===== src/rtl/rgb_status_pkg.sv =====
// rgb_status_pkg: shared types, command codes and the
// command -> {channel mask, lighting mode} table.
package rgb_status_pkg;

  typedef enum logic [1:0] {
    MODE_SOLID   = 2'd0,
    MODE_BREATHE = 2'd1,
    MODE_BLINK   = 2'd2
  } mode_t;

  typedef enum logic [2:0] {
    ST_SOLID     = 3'd0,
    ST_RAMP_UP   = 3'd1,
    ST_RAMP_DN   = 3'd2,
    ST_BLINK_ON  = 3'd3,
    ST_BLINK_OFF = 3'd4
  } state_t;

  localparam logic [7:0] CMD_OK           = 8'd0;
  localparam logic [7:0] CMD_RED_BREATHE  = 8'd1;
  localparam logic [7:0] CMD_BLUE_BREATHE = 8'd2;
  localparam logic [7:0] CMD_ALERT_BLINK  = 8'd3;
  localparam logic [7:0] CMD_ALL_SOLID    = 8'd4;

  // rgb covers ch0..ch2; all lights every channel,
  // so channels above ch2 are lit only by it.
  typedef struct packed {
    logic       all;
    logic [2:0] rgb;
    mode_t      mode;
  } cmd_ent_t;

  function automatic cmd_ent_t cmd_lookup(
    input logic [7:0] code
  );
    cmd_ent_t e;
    e = '{all: 1'b0, rgb: 3'b001, mode: MODE_BREATHE};
    unique case (code)
      CMD_OK:
        e = '{all: 1'b0, rgb: 3'b010, mode: MODE_SOLID};
      CMD_RED_BREATHE:
        e = '{all: 1'b0, rgb: 3'b001, mode: MODE_BREATHE};
      CMD_BLUE_BREATHE:
        e = '{all: 1'b0, rgb: 3'b100, mode: MODE_BREATHE};
      CMD_ALERT_BLINK:
        e = '{all: 1'b0, rgb: 3'b011, mode: MODE_BLINK};
      CMD_ALL_SOLID:
        e = '{all: 1'b1, rgb: 3'b111, mode: MODE_SOLID};
      default:
        e = '{all: 1'b0, rgb: 3'b001, mode: MODE_BREATHE};
    endcase
    return e;
  endfunction

endpackage


===== src/rtl/rgb_status_ctrl_pwm_channel.sv =====
// pwm_channel: one registered PWM comparator against the
// shared free-running counter.
module pwm_channel #(
  parameter int PW = 8
) (
  input  logic          clk,
  input  logic          rst,
  input  logic [PW-1:0] pcnt,
  input  logic [PW-1:0] level_in,
  output logic          pwm
);

  always_ff @(posedge clk) begin
    if (rst) pwm <= 1'b0;
    else     pwm <= (pcnt < level_in);
  end

endmodule


===== src/rtl/rgb_status_ctrl.sv =====
// rgb_status_ctrl: command-driven RGB status light with
// solid / breathe / blink envelope and per-channel PWM.
module rgb_status_ctrl
  import rgb_status_pkg::*;
#(
  parameter int NCH        = 3,
  parameter int PW         = 8,
  parameter int RAMP_DIV   = 50000,
  parameter int BLINK_HALF = 12500000
) (
  input  logic              FPGA_CLK1_50,
  input  logic              rst,
  input  logic [7:0]        cmd,
  output logic [NCH*PW-1:0] level,
  output logic [NCH-1:0]    pwm_out,
  output logic [2:0]        mode_o
);

  localparam logic [PW-1:0] LMAX = '1;
  localparam int MAXDIV =
    (RAMP_DIV > BLINK_HALF) ? RAMP_DIV : BLINK_HALF;
  localparam int CW =
    (MAXDIV > 1) ? $clog2(MAXDIV) : 1;
  localparam logic [CW-1:0] RAMP_END  = CW'(RAMP_DIV - 1);
  localparam logic [CW-1:0] BLINK_END = CW'(BLINK_HALF - 1);

  logic [7:0]        cmd_q;
  logic              chg_q;
  logic [NCH-1:0]    mask_q;
  logic [NCH-1:0]    mask_n;
  state_t            state, state_n;
  logic [PW-1:0]     env, env_n;
  logic [CW-1:0]     pc, pc_n;
  logic [PW-1:0]     pcnt;
  logic [NCH*PW-1:0] level_q;
  cmd_ent_t          ent;

  assign ent = cmd_lookup(cmd_q);

  for (genvar c = 0; c < NCH; c++) begin : g_mask
    if (c < 3) begin : g_rgb
      assign mask_n[c] = ent.rgb[c] | ent.all;
    end else begin : g_ext
      assign mask_n[c] = ent.all;
    end
  end

  // A pending change outranks any prescale expiry.
  always_comb begin
    state_n = state;
    env_n   = env;
    pc_n    = pc;
    if (chg_q) begin
      pc_n = '0;
      unique case (ent.mode)
        MODE_SOLID: begin
          state_n = ST_SOLID;
          env_n   = LMAX;
        end
        MODE_BREATHE: begin
          state_n = ST_RAMP_UP;
          env_n   = '0;
        end
        MODE_BLINK: begin
          state_n = ST_BLINK_ON;
          env_n   = LMAX;
        end
        default: begin
          state_n = ST_SOLID;
          env_n   = LMAX;
        end
      endcase
    end else begin
      unique case (state)
        ST_SOLID: begin
          env_n = LMAX;
          pc_n  = '0;
        end
        ST_RAMP_UP: begin
          if (pc == RAMP_END) begin
            pc_n  = '0;
            env_n = env + 1'b1;
            if (env == LMAX - 1'b1) state_n = ST_RAMP_DN;
          end else begin
            pc_n = pc + 1'b1;
          end
        end
        ST_RAMP_DN: begin
          if (pc == RAMP_END) begin
            pc_n  = '0;
            env_n = env - 1'b1;
            if (env == PW'(1)) state_n = ST_RAMP_UP;
          end else begin
            pc_n = pc + 1'b1;
          end
        end
        ST_BLINK_ON: begin
          if (pc == BLINK_END) begin
            pc_n    = '0;
            env_n   = '0;
            state_n = ST_BLINK_OFF;
          end else begin
            pc_n = pc + 1'b1;
          end
        end
        ST_BLINK_OFF: begin
          if (pc == BLINK_END) begin
            pc_n    = '0;
            env_n   = LMAX;
            state_n = ST_BLINK_ON;
          end else begin
            pc_n = pc + 1'b1;
          end
        end
        default: begin
          state_n = ST_SOLID;
          env_n   = LMAX;
          pc_n    = '0;
        end
      endcase
    end
  end

  always_ff @(posedge FPGA_CLK1_50) begin
    if (rst) begin
      cmd_q   <= '0;
      chg_q   <= 1'b0;
      mask_q  <= '0;
      state   <= ST_SOLID;
      env     <= LMAX;
      pc      <= '0;
      pcnt    <= '0;
      level_q <= '0;
    end else begin
      cmd_q  <= cmd;
      chg_q  <= (cmd != cmd_q);
      mask_q <= mask_n;
      state  <= state_n;
      env    <= env_n;
      pc     <= pc_n;
      pcnt   <= pcnt + 1'b1;
      for (int c = 0; c < NCH; c++) begin
        level_q[c*PW +: PW] <= mask_q[c] ? env : '0;
      end
    end
  end

  for (genvar c = 0; c < NCH; c++) begin : g_pwm
    pwm_channel #(
      .PW(PW)
    ) u_pwm (
      .clk      (FPGA_CLK1_50),
      .rst      (rst),
      .pcnt     (pcnt),
      .level_in (level_q[c*PW +: PW]),
      .pwm      (pwm_out[c])
    );
  end

  assign level  = level_q;
  assign mode_o = state;

endmodule

===== config.mk =====
export PLATFORM = sky130hd
export DESIGN_NAME = rgb_status_ctrl
export DESIGN_NICKNAME = d
export VERILOG_FILES = /design/src/rtl/rgb_status_pkg.sv /design/src/rtl/rgb_status_ctrl_pwm_channel.sv /design/src/rtl/rgb_status_ctrl.sv
export SDC_FILE = /design/constraint.sdc
export NUM_CORES = 1
export LEC_CHECK = 0
export ABC_CLOCK_PERIOD_IN_PS = 2100
export CORE_MARGIN = 4
export CORE_UTILIZATION = 34
export CTS_CLUSTER_SIZE = 40
export DETAILED_ROUTE_END_ITERATION = 7
export HOLD_SLACK_MARGIN = 0.05
export PLACE_DENSITY_LB_ADDON = 0.25
export SYNTH_ARGS = -nofsm -noshare
export SYNTH_HDL_FRONTEND = slang
export SYNTH_SLANG_ARGS = --single-unit

===== constraint.sdc =====
create_clock -name FPGA_CLK1_50 -period 2.1 [get_ports FPGA_CLK1_50]
set_input_delay 0.42 -clock FPGA_CLK1_50 [delete_from_list [all_inputs] [get_ports FPGA_CLK1_50]]
set_output_delay 0.42 -clock FPGA_CLK1_50 [all_outputs]
set_load 0.02 [all_outputs]

; ---- After elaboration in Yosys (flattened, before gate mapping)
; Cells that the tools add are included.
[op_classes]
eq_ne = 21
shift = 0
mul = 0
n_addsub = 4
n_reduce_logical = 10
div_mod_pow = 0
bitwise = 6
order_cmp = 3
muxes = 20
[op_table]
columns = operator, count
row1 = $mux 24, 2
row2 = $mux 8, 6
row3 = $pmux 24 s2, 1
row4 = $pmux 8 s4, 1
row5 = $add 24x1->24 const B, 1
row6 = $eq 24x16->1 const B, 1
row7 = $eq 24x24->1 const B, 1
row8 = $lt 8x8->1, 3
row9 = $pmux 6 s4, 1
row10 = $mux 3, 7
row11 = $ne 3x3->1 const B, 6
row12 = $add 8x1->8 const B, 2
row13 = $eq 8x2->1 const B, 2
row14 = $pmux 3 s5, 1
row15 = $reduce_or 2->1, 6
row16 = $eq 8x1->1 const B, 1
row17 = $eq 8x3->1 const B, 1
row18 = $eq 8x8->1 const B, 1
row19 = $logic_not 8->1, 1
row20 = $ne 8x8->1, 1
row21 = $sub 8x1->8 const B, 1
row22 = $reduce_and 7->1, 1
row23 = $eq 3x2->1 const B, 2
row24 = $pmux 2 s2, 1
row25 = 9 further kinds, 13
[totals]
in_bits = 10
mem_bits_ro = 0
ram_bits = 0
latchBits = 0
n_memories = 0
wordCells = 77
output_inout_bits = 30
register_bits = 82

; ---- Logic depth before layout (Yosys ltp)
; Gate-level depths: netlist of run 1.
[logic_depth]
ltp_word = 5
depth_mapped = 8
depth_no_buf = 8

; ---- Cells and area by module
; A second synthesis of run 1 with hierarchy kept.
[hier_totals]
hier_cells = 475
area_unflattened_um2 = 4161.5
[modules_own_cells]
columns = module, area_each_um2, seq_area_each_um2, instances, cells_per_inst
row1 = rgb_status_ctrl, 3557.2, 1581.5, 1, 397
row2 = pwm_channel, 201.4, 20.0, 3, 26

; ---- Worst setup path after synthesis of run 1
; No wires, ideal clock.
[synth_path]
kind = register to register
startpoint = reg cmd_q[4]
endpoint = reg state[0], in the netlist mode_o[0]
path_buffers = 0
stages_incl_launch_ff = 8
setup_ps = 117
period_less_slack_ps = 2066
path_slack_ps = 34
required_time_ps = 1983
arrival_time_ps = 1950
cell_sequence = dfxtp_1 > or4_1 > or4_1 > inv_2 > nor2_1 > ha_1 > a21oi_1 > a22o_1
[synth_between]
elab_chain_cells = 5
word_cells_on_any_way = 9
classes_between = eq/ne (5) / mux (3) / reduce/logical (1)
[synth_rtl]
columns = element, line
row1 = start: declaration, rgb_status_ctrl.sv:27  ; logic [7:0] cmd_q;
row2 = start signal: assignment, rgb_status_ctrl.sv:135  ; cmd_q <= cmd;
row3 = "$eq 8x3->1, or another cell as far along", rgb_status_pkg.sv:38  ; unique case (code)
row4 = $pmux 6 s4 *, rgb_status_pkg.sv:38
row5 = $eq 2x2->1 or $eq 2x1->1 (tied branches), rgb_status_ctrl.sv:55  ; unique case (ent.mode)
row6 = $pmux 2 s2 *, rgb_status_ctrl.sv:55
row7 = $mux 3 *, rgb_status_ctrl.sv:53  ; if (chg_q) begin
row8 = end signal: assignment, rgb_status_ctrl.sv:138  ; state <= state_n;
row9 = end: declaration, rgb_status_ctrl.sv:31  ; state_t state, state_n;
; Every way passes the cells marked *; elsewhere a longest branch is shown, timed or not.
; A chain may end at the register's enable or synchronous reset.

; ---- Worst setup path after layout of run 1
[layout_path]
startpoint = reg cmd_q[6]
endpoint = reg state[0], in the netlist mode_o[0]
; The elaborated chain is that of the path after synthesis.

==> flow_summary.yaml, run 1 <==
placement:
  pre_cts_ws_ns: -0.0774
  numPortBuffers: 39
  hpwlAfterDp_um: 6530
  gp_congestion: 0.853
  placed_area_mm2: 0.00481
yosys:
  synth_area_leaders: "dfxtp_1 40%, ha_1 8.8%, xor2_1 5.1%"
  synth_seq_cells: 82
  synthFlopType: "dfxtp_1"
  synth_nets: 496
  ys_seq_area_share_pct: 39.8
  synth_edf_count: 0
  avgSynthCellArea_um2: 9.02
  synth_top_area_cell: "dfxtp_1"
  syn_area_mm2: 0.00412
  netlist_instances: 457
  synth_top_area_share_pct: 39.8
  yosys.cell_types.count: 59
  async_flop_share_pct: 0
  yosysWarnings: 0
worst_setup_path:
  worstSetupPathType: "flip-flop to flip-flop"
  reg2reg_slack_ns: 0.08
  critPathLaunchType: "flip-flop"
  r2r_start: "cmd_q[6]$_SDFF_PP0_"
  end_kind: "flip-flop"
  crit_top_cell: "or4_4"
  cp.arrival_ns: 2.26
  ff2ff_path_depth: 7
  critical_path_buf_inv_count: 1
  cp_slowest_cell: "or4_4"
  cp.required_ns: 2.34
  critPathMaxStageDelay_ns: 0.53
  crit_start: "cmd_q[6]$_SDFF_PP0_"
  crit_family: "simple AND/OR/NAND/NOR gates"
  reg2reg_to: "mode_o[0]$_SDFFE_PP0P_"
  crit_chain: "or4_4 -> or4_4 -> inv_2 -> nor2_1 -> ha_1 -> a21oi_1 -> a22o_1"
  path_max_fanout: 2
sta:
  tightestPinTransition_ns: 0.448
  setup_tns_ns: 0
  setup_viol: 0
  rsz0062_at_grt: "no"
  finalCriticalPeriod_ns: 2.02
  fmax_mhz: 495
  final.setup.worst_slack_ns: 0.0798
  hold_viol_final: 0
  slew_headroom_pct: 70.1
  slew_viol_final: 0
  period_share_pct: 96.2
  fin_skew_ns: 0.0102
finish:
  diodes: 0
  multi_input_area_mm2: 0.00232
  final-seq-area_mm2: 0.00164
  drive_gt1_share_pct: 13.1
  fin_util_pct: 44.5
  finalNetCount: 555
  fin_area_mm2: 0.00519
  fillers: 1159
  area_delta_synth_final_pct: 25.9
route:
  initialDrtViolationCount: 200
  drt_pass1_iterations: 5
  ant_nets: 0
  vias_per_cell: 4.94
  drc_errors: 0
  drt-total-wl_um: 8920
  num_vias: 3282
  wire_per_inst_um: 13.4
min_path:
  hold_start: "pcnt[0]$_SDFF_PP0_"
  worstHoldPathType: "flip-flop to flip-flop"
  holdPathEnd: "pcnt[0]$_SDFF_PP0_"
  worst_hold_path.num_cells: 1
floorplan:
  dieArea_mm2: 0.0140
  boundaryPins: 40
  core_mm2: 0.0117
  die_x_um: 118
  rows: 39
  start_util_pct: 35.4
  die_y_um: 118
clock_network:
  cts.path.max_buffers: 2
  cts_root_buffer: "clkbuf_16"
  cts_max_level: 3
  cts_tree: "done"
  clkTransAtPathRegs_ns: 0.07
  cts_made_buffers: 9
  cts.sinks: 82
  clock_latency_ns: 0.35
global_routing:
  grt_use_total_pct: 13.2
  grt_max_degree: 29
  grt.overflow.total: 0
  antenna_found_initial: 0
  grt_pass1_wl_um: 15200
  grt_pass1_vias: 3221
pwr:
  vdd_drop_max_uv: 299
  power_w: 0.00370
  leakage_nw: 1.99
  powerDensity_mw_per_mm2: 713
run_status:
  status: "completed"
job:
  cap_violations: 0
-- state kept, by name, summed over array words and instances, names as in the netlist --
| name | count |
|---|---|
| pc | 24 |
| level | 24 |
| env | 8 |
| cmd_q | 8 |
| g_pwm.u_pwm.pwm | 3 |
| mask_q | 3 |
| mode_o | 3 |
| chg_q | 1 |
| pcnt | 8 |
-- synthesized netlist by cell type, drive strengths merged, types with 2 or more instances --
cell type and number:
o221a 7, a211o 4, buf 8, a21o 7, a22o 2, inv 29
nor4b 4, clkbuf 13, and3 6, o211ai 2, nand4 6, nand4b 2
o21bai 3, nand3 19, o311ai 2, clkinv 2, nor2b 13, a211oi 4
nand2 22, mux2i 3, nand2b 6, or2 2, nor3 10, nor2 53
a21oi 12, and2 24, xnor2 13, xor2 24, o21ai 8, ha 29
or3 2, dfxtp 82, a31oi 5, and4 5, nor4 6, or4 3
o22ai 5
-- where the power goes --
group / internal (W) / switching [W] / total (W)
clock: 0.000959 / 0.000635 / 0.00159
combinational: 0.000219 / 0.000216 / 0.000435
sequential: 0.00161 / 0.0000541 / 0.00167
-- metrics by stage --
stage               hold slack (ns)  instances
floorplan                     0.430        457
global placement              0.476        645
detailed placement            0.484        645
CTS                           0.502        661
global route                  0.539        664
finish                        0.500        664
-- layout make-up --
type | count | share of cell area (%)
repair buffers | 69 | 12.1
multi-input cells | 323 | 44.6
well taps | 143 | 3.45
clock inverters | 5 | 1.23
flip-flops and latches | 82 | 31.7
clock buffers | 11 | 4.68
inverters | 31 | 2.24
-- worst max path at each step --
stage                                   endpoint  slack [ns]  cells after the start
final                     mode_o[0]$_SDFFE_PP0P_        0.08                      7
after global routing      mode_o[0]$_SDFFE_PP0P_       0.004                      7
after CTS                              mode_o[1]       0.009                      1
after detailed placement     env[1]$_SDFFE_PP1P_       -0.08                      7
after global placement       env[1]$_SDFFE_PP1P_       -0.05                      7
after floorplan           mode_o[0]$_SDFFE_PP0P_        0.03                      7
-- placed cells by master (no fill, tap or decap), types with 3 or more instances in the layout --
cell type / instances
ha_1: 28
xnor2_1: 13
o21ai_0: 7
and2_1: 24
nand2b_1: 6
nand2_1: 21
o21bai_1: 3
o221a_1: 6
a211o_1: 4
inv_1: 28
a211oi_1: 4
xor2_1: 24
nor3_2: 3
dfxtp_1: 80
a31oi_1: 5
nor2b_1: 13
o22ai_1: 5
and3_1: 6
nor4_1: 5
a21o_1: 7
nand4_1: 6
nor2_1: 51
buf_4: 29
and4_1: 5
clkbuf_16: 9
clkdlybuf4s50_1: 39
clkinv_4: 3
a21oi_1: 12
mux2i_1: 3
nor3_1: 6
nand3_1: 19
-- cells by family after synthesis --
family	synth area share (%)
AND/OR/NAND/NOR	24.9
flip-flops	39.8
AO/OA/AOI/OAI	12.4
buffers and inverters	5.28
XOR/XNOR	7.86
adder cells (fa/ha/maj)	9.04
multiplexers	0.728
-- timing repair --
| action | in CTS | in global routing |
|---|---|---|
| buffers inserted | 0 | 3 |
| gates resized for setup | 2 | 11 |
| pin swaps | 2 | 2 |
| setup endpoints to repair | 8 | 35 |
| hold buffers | 0 | 0 |
-- layer usage --
layer	GRT usage (%)	vias up	wire length [um]
met5	0	-	0
met4	6.52	0	176
met3	2.45	13	293
met2	21.0	50	4080
met1	17.3	1512	4370
li1	-	1707	-
No activity file was read; power rests on OpenSTA's default activity.
==> inputs of run 2 (changes only) <==
--- a/config.mk
+++ b/config.mk
@@ -8,9 +8,9 @@
 export ABC_CLOCK_PERIOD_IN_PS = 2100
 export CORE_MARGIN = 4
 export CORE_UTILIZATION = 34
+export CTS_CLUSTER_DIAMETER = 200
 export CTS_CLUSTER_SIZE = 40
 export DETAILED_ROUTE_END_ITERATION = 7
-export HOLD_SLACK_MARGIN = 0.05
 export PLACE_DENSITY_LB_ADDON = 0.25
 export SYNTH_ARGS = -nofsm -noshare
 export SYNTH_HDL_FRONTEND = slang
==> results of run 2 <==
Final layout, timing and power as in run 1 (identical DEF).
==> inputs of run 3 (changes only) <==
--- a/config.mk
+++ b/config.mk
@@ -11,6 +11,7 @@
 export CTS_CLUSTER_DIAMETER = 200
 export CTS_CLUSTER_SIZE = 40
 export DETAILED_ROUTE_END_ITERATION = 7
+export HOLD_SLACK_MARGIN = 0.08
 export PLACE_DENSITY_LB_ADDON = 0.25
 export SYNTH_ARGS = -nofsm -noshare
 export SYNTH_HDL_FRONTEND = slang
==> results of run 3 <==
Final layout, timing and power as in run 1 (identical DEF).
